## config.mk

```make
export PLATFORM = sky130hd
export DESIGN_NAME = reg_to_apb
export DESIGN_NICKNAME = d
export VERILOG_FILES = /design/src/rtl/reg_apb_pkg.sv /design/src/rtl/reg_to_apb.sv
export SDC_FILE = /design/constraint.sdc
export NUM_CORES = 1
export LEC_CHECK = 0
export ABC_AREA = 1
export BUFFER_PORTS_ARGS = -buffer_cell sky130_fd_sc_hd__buf_2
export CORE_MARGIN = 3
export CORE_UTILIZATION = 39
export CTS_CLUSTER_DIAMETER = 200
export DETAILED_ROUTE_END_ITERATION = 7
export GPL_ROUTABILITY_DRIVEN = 0
export PLACE_DENSITY_LB_ADDON = 0.3
export SYNTH_ARGS = -nofsm -noshare
export SYNTH_HDL_FRONTEND = slang
export SYNTH_SLANG_ARGS = --single-unit
```

## constraint.sdc

```tcl
create_clock -name clk_i -period 2.4 [get_ports clk_i]
set_input_delay 0.48 -clock clk_i [delete_from_list [all_inputs] [get_ports clk_i]]
set_output_delay 0.48 -clock clk_i [all_outputs]
set_load 0.01 [all_outputs]
```

## src/rtl/reg_apb_pkg.sv

```systemverilog
// Shared types and constants for the register-bus to APB4 bridge.
//   state_e       : bridge FSM states (IDLE, SETUP, ACCESS, DONE)
//   PPROT_DEFAULT : protection attributes driven on every APB access
package reg_apb_pkg;

  typedef enum logic [1:0] {
    IDLE   = 2'd0,
    SETUP  = 2'd1,
    ACCESS = 2'd2,
    DONE   = 2'd3
  } state_e;

  localparam logic [2:0] PPROT_DEFAULT = 3'b000;

endpackage

```

## src/rtl/reg_to_apb.sv

```systemverilog
// reg_to_apb: bridges a REG_BUS request (addr/write/wdata/wstrb/valid ->
// ready/rdata/error) onto an APB4 requester port, one access at a time.
// A per-access timeout completes the request with error=1 if the completer
// never raises pready_i.
//
// Ports
//   clk_i, rst_i                 clock, synchronous active-high reset
//   reg_addr_i/reg_write_i       request address / direction (1 = write)
//   reg_wdata_i/reg_wstrb_i      write data / byte strobes
//   reg_valid_i                  request valid, held until reg_ready_o
//   reg_ready_o                  one-cycle completion pulse
//   reg_rdata_o/reg_error_o      response, non-zero only with reg_ready_o
//   paddr_o/pprot_o/psel_o/penable_o/pwrite_o/pwdata_o/pstrb_o
//                                APB4 requester outputs (all registered)
//   pready_i/prdata_i/pslverr_i  APB4 completer response
module reg_to_apb
  import reg_apb_pkg::*;
#(
  parameter int unsigned AddrWidth     = 32,
  parameter int unsigned DataWidth     = 32,
  parameter int unsigned TimeoutCycles = 256,
  localparam int unsigned StrbWidth    = DataWidth / 8
) (
  input  logic                 clk_i,
  input  logic                 rst_i,
  input  logic [AddrWidth-1:0] reg_addr_i,
  input  logic                 reg_write_i,
  input  logic [DataWidth-1:0] reg_wdata_i,
  input  logic [StrbWidth-1:0] reg_wstrb_i,
  input  logic                 reg_valid_i,
  output logic                 reg_ready_o,
  output logic [DataWidth-1:0] reg_rdata_o,
  output logic                 reg_error_o,
  output logic [AddrWidth-1:0] paddr_o,
  output logic [2:0]           pprot_o,
  output logic                 psel_o,
  output logic                 penable_o,
  output logic                 pwrite_o,
  output logic [DataWidth-1:0] pwdata_o,
  output logic [StrbWidth-1:0] pstrb_o,
  input  logic                 pready_i,
  input  logic [DataWidth-1:0] prdata_i,
  input  logic                 pslverr_i
);

  // Counter spans 0..TimeoutCycles; a 1-bit dummy when the timeout is off.
  localparam int unsigned CntW = (TimeoutCycles > 0) ? $clog2(TimeoutCycles + 1) : 1;
  // Expiry fires on the ACCESS cycle whose increment would reach TimeoutCycles.
  localparam logic [CntW-1:0] CntLast =
    CntW'((TimeoutCycles > 0) ? (TimeoutCycles - 1) : 0);
  localparam bit TimeoutEn = (TimeoutCycles > 0);

  state_e               state_q,   state_d;
  logic [AddrWidth-1:0] paddr_q,   paddr_d;
  logic                 pwrite_q,  pwrite_d;
  logic [DataWidth-1:0] pwdata_q,  pwdata_d;
  logic [StrbWidth-1:0] pstrb_q,   pstrb_d;
  logic                 psel_q,    psel_d;
  logic                 penable_q, penable_d;
  logic                 ready_q,   ready_d;
  logic [DataWidth-1:0] rdata_q,   rdata_d;
  logic                 error_q,   error_d;
  logic [CntW-1:0]      cnt_q,     cnt_d;

  always_ff @(posedge clk_i) begin
    if (rst_i) begin
      state_q   <= IDLE;
      paddr_q   <= '0;
      pwrite_q  <= 1'b0;
      pwdata_q  <= '0;
      pstrb_q   <= '0;
      psel_q    <= 1'b0;
      penable_q <= 1'b0;
      ready_q   <= 1'b0;
      rdata_q   <= '0;
      error_q   <= 1'b0;
      cnt_q     <= '0;
    end else begin
      state_q   <= state_d;
      paddr_q   <= paddr_d;
      pwrite_q  <= pwrite_d;
      pwdata_q  <= pwdata_d;
      pstrb_q   <= pstrb_d;
      psel_q    <= psel_d;
      penable_q <= penable_d;
      ready_q   <= ready_d;
      rdata_q   <= rdata_d;
      error_q   <= error_d;
      cnt_q     <= cnt_d;
    end
  end

  // All outputs are registered: each transition computes the values seen
  // in the state being entered.
  always_comb begin
    state_d   = state_q;
    paddr_d   = paddr_q;
    pwrite_d  = pwrite_q;
    pwdata_d  = pwdata_q;
    pstrb_d   = pstrb_q;
    psel_d    = psel_q;
    penable_d = penable_q;
    ready_d   = 1'b0;
    rdata_d   = '0;
    error_d   = 1'b0;
    cnt_d     = cnt_q;

    unique case (state_q)
      IDLE: begin
        psel_d    = 1'b0;
        penable_d = 1'b0;
        if (reg_valid_i) begin
          paddr_d  = reg_addr_i;
          pwrite_d = reg_write_i;
          // Write-only fields are driven to zero on reads.
          pwdata_d = reg_write_i ? reg_wdata_i : '0;
          pstrb_d  = reg_write_i ? reg_wstrb_i : '0;
          psel_d   = 1'b1;
          cnt_d    = '0;
          state_d  = SETUP;
        end
      end

      SETUP: begin
        penable_d = 1'b1;
        state_d   = ACCESS;
      end

      ACCESS: begin
        // pready_i is tested first so a response on the expiry cycle wins.
        if (pready_i) begin
          psel_d    = 1'b0;
          penable_d = 1'b0;
          ready_d   = 1'b1;
          rdata_d   = pwrite_q ? '0 : prdata_i;
          error_d   = pslverr_i;
          state_d   = DONE;
        end else if (TimeoutEn && (cnt_q == CntLast)) begin
          psel_d    = 1'b0;
          penable_d = 1'b0;
          ready_d   = 1'b1;
          error_d   = 1'b1;
          state_d   = DONE;
        end else begin
          cnt_d = cnt_q + 1'b1;
        end
      end

      DONE: begin
        state_d = IDLE;
      end

      default: begin
        psel_d    = 1'b0;
        penable_d = 1'b0;
        state_d   = IDLE;
      end
    endcase
  end

  assign reg_ready_o = ready_q;
  assign reg_rdata_o = rdata_q;
  assign reg_error_o = error_q;
  assign paddr_o     = paddr_q;
  assign pprot_o     = PPROT_DEFAULT;
  assign psel_o      = psel_q;
  assign penable_o   = penable_q;
  assign pwrite_o    = pwrite_q;
  assign pwdata_o    = pwdata_q;
  assign pstrb_o     = pstrb_q;

endmodule

```

==> impl_metrics.env <==
export IMPL_cp_end_kind="flip-flop"
export IMPL_clkSinkCount=116
export IMPL_ys_seq_area_share_pct=54.2
export IMPL_die_h_um=111
export IMPL_synthXorXnorAreaFrac_pct=0
export IMPL_arrival_ns=2.28
export IMPL_final_layout_size_suffix_gt1_share_pct=38.2
export IMPL_maxCapViolations=0
export IMPL_fmax_mhz=540
export IMPL_top_usage_layer="met2"
export IMPL_fin_tns_setup_ns=0
export IMPL_die_area_um2=12300
export IMPL_worst_setup_path_start_kind="flip-flop"
export IMPL_synth_edf_count=0
export IMPL_routed_wl_mm=10.9
export IMPL_hold_path_class="input pin to flip-flop"
export IMPL_gr_total_overflow=0
export IMPL_met1_usage_pct=18.9
export IMPL_global_route_usage_met2_pct=31.2
export IMPL_synth_area_per_cell_um2=8.31
export IMPL_antenna_found_initial=1
export IMPL_setup_viol=0
export IMPL_routed_via_density=4.49
export IMPL_final_min_clock_period_ns=1.85
export IMPL_cts_buffers_inserted=17
export IMPL_cts_tree="yes"
export IMPL_grtUsageTotal_pct=18.0
export IMPL_avgRoutedWirePerCell_um=12.6
export IMPL_peakVddDrop_v=0.000483
export IMPL_synth_common_cells="116 x dfxtp_1, 99 x nand2_1, 82 x nor2_1"
export IMPL_slew_viol_final=0
export IMPL_num_nets_final=835
export IMPL_clk_latency_ns=0.50
export IMPL_clk_path_buf_depth=2
export IMPL_pin_count=214
export IMPL_cts_resized=0
export IMPL_pre_cts_ws_ns=0.573
export IMPL_ys_flop_type="dfxtp_1"
export IMPL_max_slew_margin_pct=63.3
export IMPL_rsz0062_at_grt="false"
export IMPL_yosysUniqueCellTypes=22
export IMPL_die_width_um=111
export IMPL_cp_slowest_cell="dfxtp_1"
export IMPL_cpMostUsedCell="nand2_1"
export IMPL_cpPeakStageDelay_ns=0.34
export IMPL_drtPass1Iterations=6
export IMPL_yosysWarnings=0
export IMPL_muxShareOfSynthArea_pct=0
export IMPL_worst_path_max_fanout=16
export IMPL_grt_max_degree=49
export IMPL_ys_ff_latch=116
export IMPL_grt_pass1_wl_mm=18.1
export IMPL_core_area_um2=10500
export IMPL_synth_simple_gate_area_share_pct=25.2
export IMPL_fin_ws_ns=0.549
export IMPL_synth_top_family_by_area="simple AND/OR/NAND/NOR gates"
export IMPL_synthTopCellsByArea="dfxtp_1 54%, nand2_1 8.7%, nor2_1 7.2%"
export IMPL_ctsHtreeMaxLevel=4
export IMPL_synth_area_leader_cell="dfxtp_1"
export IMPL_cts_root_buf="clkbuf_8"
export IMPL_critPathRequiredTime_ns=2.83
export IMPL_met3_usage_pct=6.44
export IMPL_max_slew_worst_pin_slew_ns=0.550
export IMPL_syn_instance_count=515
export IMPL_drtIter0Drc=132
export IMPL_grt_pass1_vias=3849
export IMPL_p_leak_nw=2.98
export IMPL_drc=0
export IMPL_dp_hpwl_mm=8.14
export IMPL_critPathKind="flip-flop to flip-flop"
export IMPL_period_share_pct=77.1
export IMPL_synth_fa_ha_area_share_pct=1.75
export IMPL_syn_to_final_growth_pct=38.7
export IMPL_port_buffers=210
export IMPL_row_count=37
export IMPL_synth_most_common_cell="dfxtp_1"
export IMPL_synth_async_reset_ratio_pct=0
export IMPL_synth_area_um2=4280
export IMPL_hold_violations=0
export IMPL_cts_hold_buf=0
export IMPL_start_util_pct=40.7
export IMPL_path_cells="ha_1, nand2_1, nor3b_1, ha_1, nand2_1, nand2_1, nor2_4, nand2_1, nand2_1, nand2_1, nor2_1"
export IMPL_post_cts_buffers=0
export IMPL_finClkSkew_ns=0.00736
export IMPL_ant_nets=0
export IMPL_vias=3904
export IMPL_yosysTopAreaCellShare_pct=54.2
export IMPL_status="finished clean"
export IMPL_clk_pin_slew_ns=0.05
export IMPL_synth_compound_area_share_pct=10.1
export IMPL_power_density_nw_per_um2=1030
## cells in the final DEF (no fill, tap or decap)
master / n
buf_4: 4
buf_12: 2
clkbuf_1: 3
diode_2: 1
or3_2: 1
conb_1: 3
clkbuf_8: 6
dfxtp_1: 116
clkinv_2: 2
inv_2: 2
nor3b_1: 1
nor2_2: 9
nand2_1: 99
ha_1: 6
a21oi_1: 49
inv_1: 47
nand2_2: 3
o21a_1: 1
nor2_1: 82
o21ai_0: 36
buf_2: 210
bufinv_16: 1
nor2_4: 23
nand3_1: 10
clkbuf_16: 16
clkinvlp_4: 1
## where the power goes
part / switching, mW / internal (mW) / leakage, nW / total (mW)
combinational: 0.950 / 0.548 / 1.76 / 1.50
sequential: 0.149 / 2.22 / 0.946 / 2.37
clock: 0.786 / 1.49 / 0.266 / 2.27
total: 1.88 / 4.25 / 2.98 / 6.14
## final timing paths
path	from	to	slack [ns]	cells past startpoint
worst max register to register	cnt_q[0]	cnt_q[5]	0.55	11
worst min-delay path	pslverr_i	reg_error_o	0.18	2
worst min register to register	penable_o	penable_o	0.46	2
worst max-delay path	cnt_q[0]	cnt_q[5]	0.55	11
## through the flow
stage	hold WS (ns)	instances	utilization (%)	power (mW)	cell area, um^2
2_1_floorplan	0.454	517	-	3.42	4290
3_3_place_gp	0.449	840	51.3	3.86	5400
3_5_place_dp	0.451	840	51.3	3.93	5400
4_1_cts	0.154	869	56.5	6.24	5940
5_1_grt	0.152	870	56.5	6.53	5940
6_report	0.176	870	56.5	6.14	5940
## flip-flops by register name, summed over array words and instances (netlist names)
| name | cells |
|---|---|
| reg_ready_o | 1 |
| pstrb_o | 4 |
| cnt_q | 9 |
| state_q | 2 |
| penable_o | 1 |
| pwrite_o | 1 |
| psel_o | 1 |
| paddr_o | 32 |
| reg_error_o | 1 |
| pwdata_o | 32 |
| reg_rdata_o | 32 |
## per-layer routing
layer,vias to the layer above,wire length (um)
li1,2001,-
met1,1741,4170
met2,132,5660
met3,30,769
met4,0,348
met5,-,0
## final cells by class
class | instances | area (um^2)
diodes | 1 | 2.50
clock buffers | 25 | 494
clock inverters | 4 | 47.5
fillers | 990 | 4570
inverters | 49 | 184
multi-input cells | 323 | 1600
flip-flops and latches | 116 | 2320
well taps | 136 | 170
repair buffers | 216 | 1120
## worst max-delay path, delay by kind of cell (launching register included)
family / cells / cell delay [ns]
and+or+nand+nor: 9 / 0.99
adders and majority gates: 2 / 0.44
DFF: 1 / 0.34
## kinds of logic (layout without fill, tap and decap cells)
kind of cell             Yosys count  after routing
buffers and inverters             78            294
AND/OR/NAND/NOR                  228            228
flip-flops                       116            116
AO/OA/AOI/OAI                     86             86
other                              1              4
adder cells (fa/ha/maj)            6              6
No activity file was read; power rests on OpenSTA's default activity.
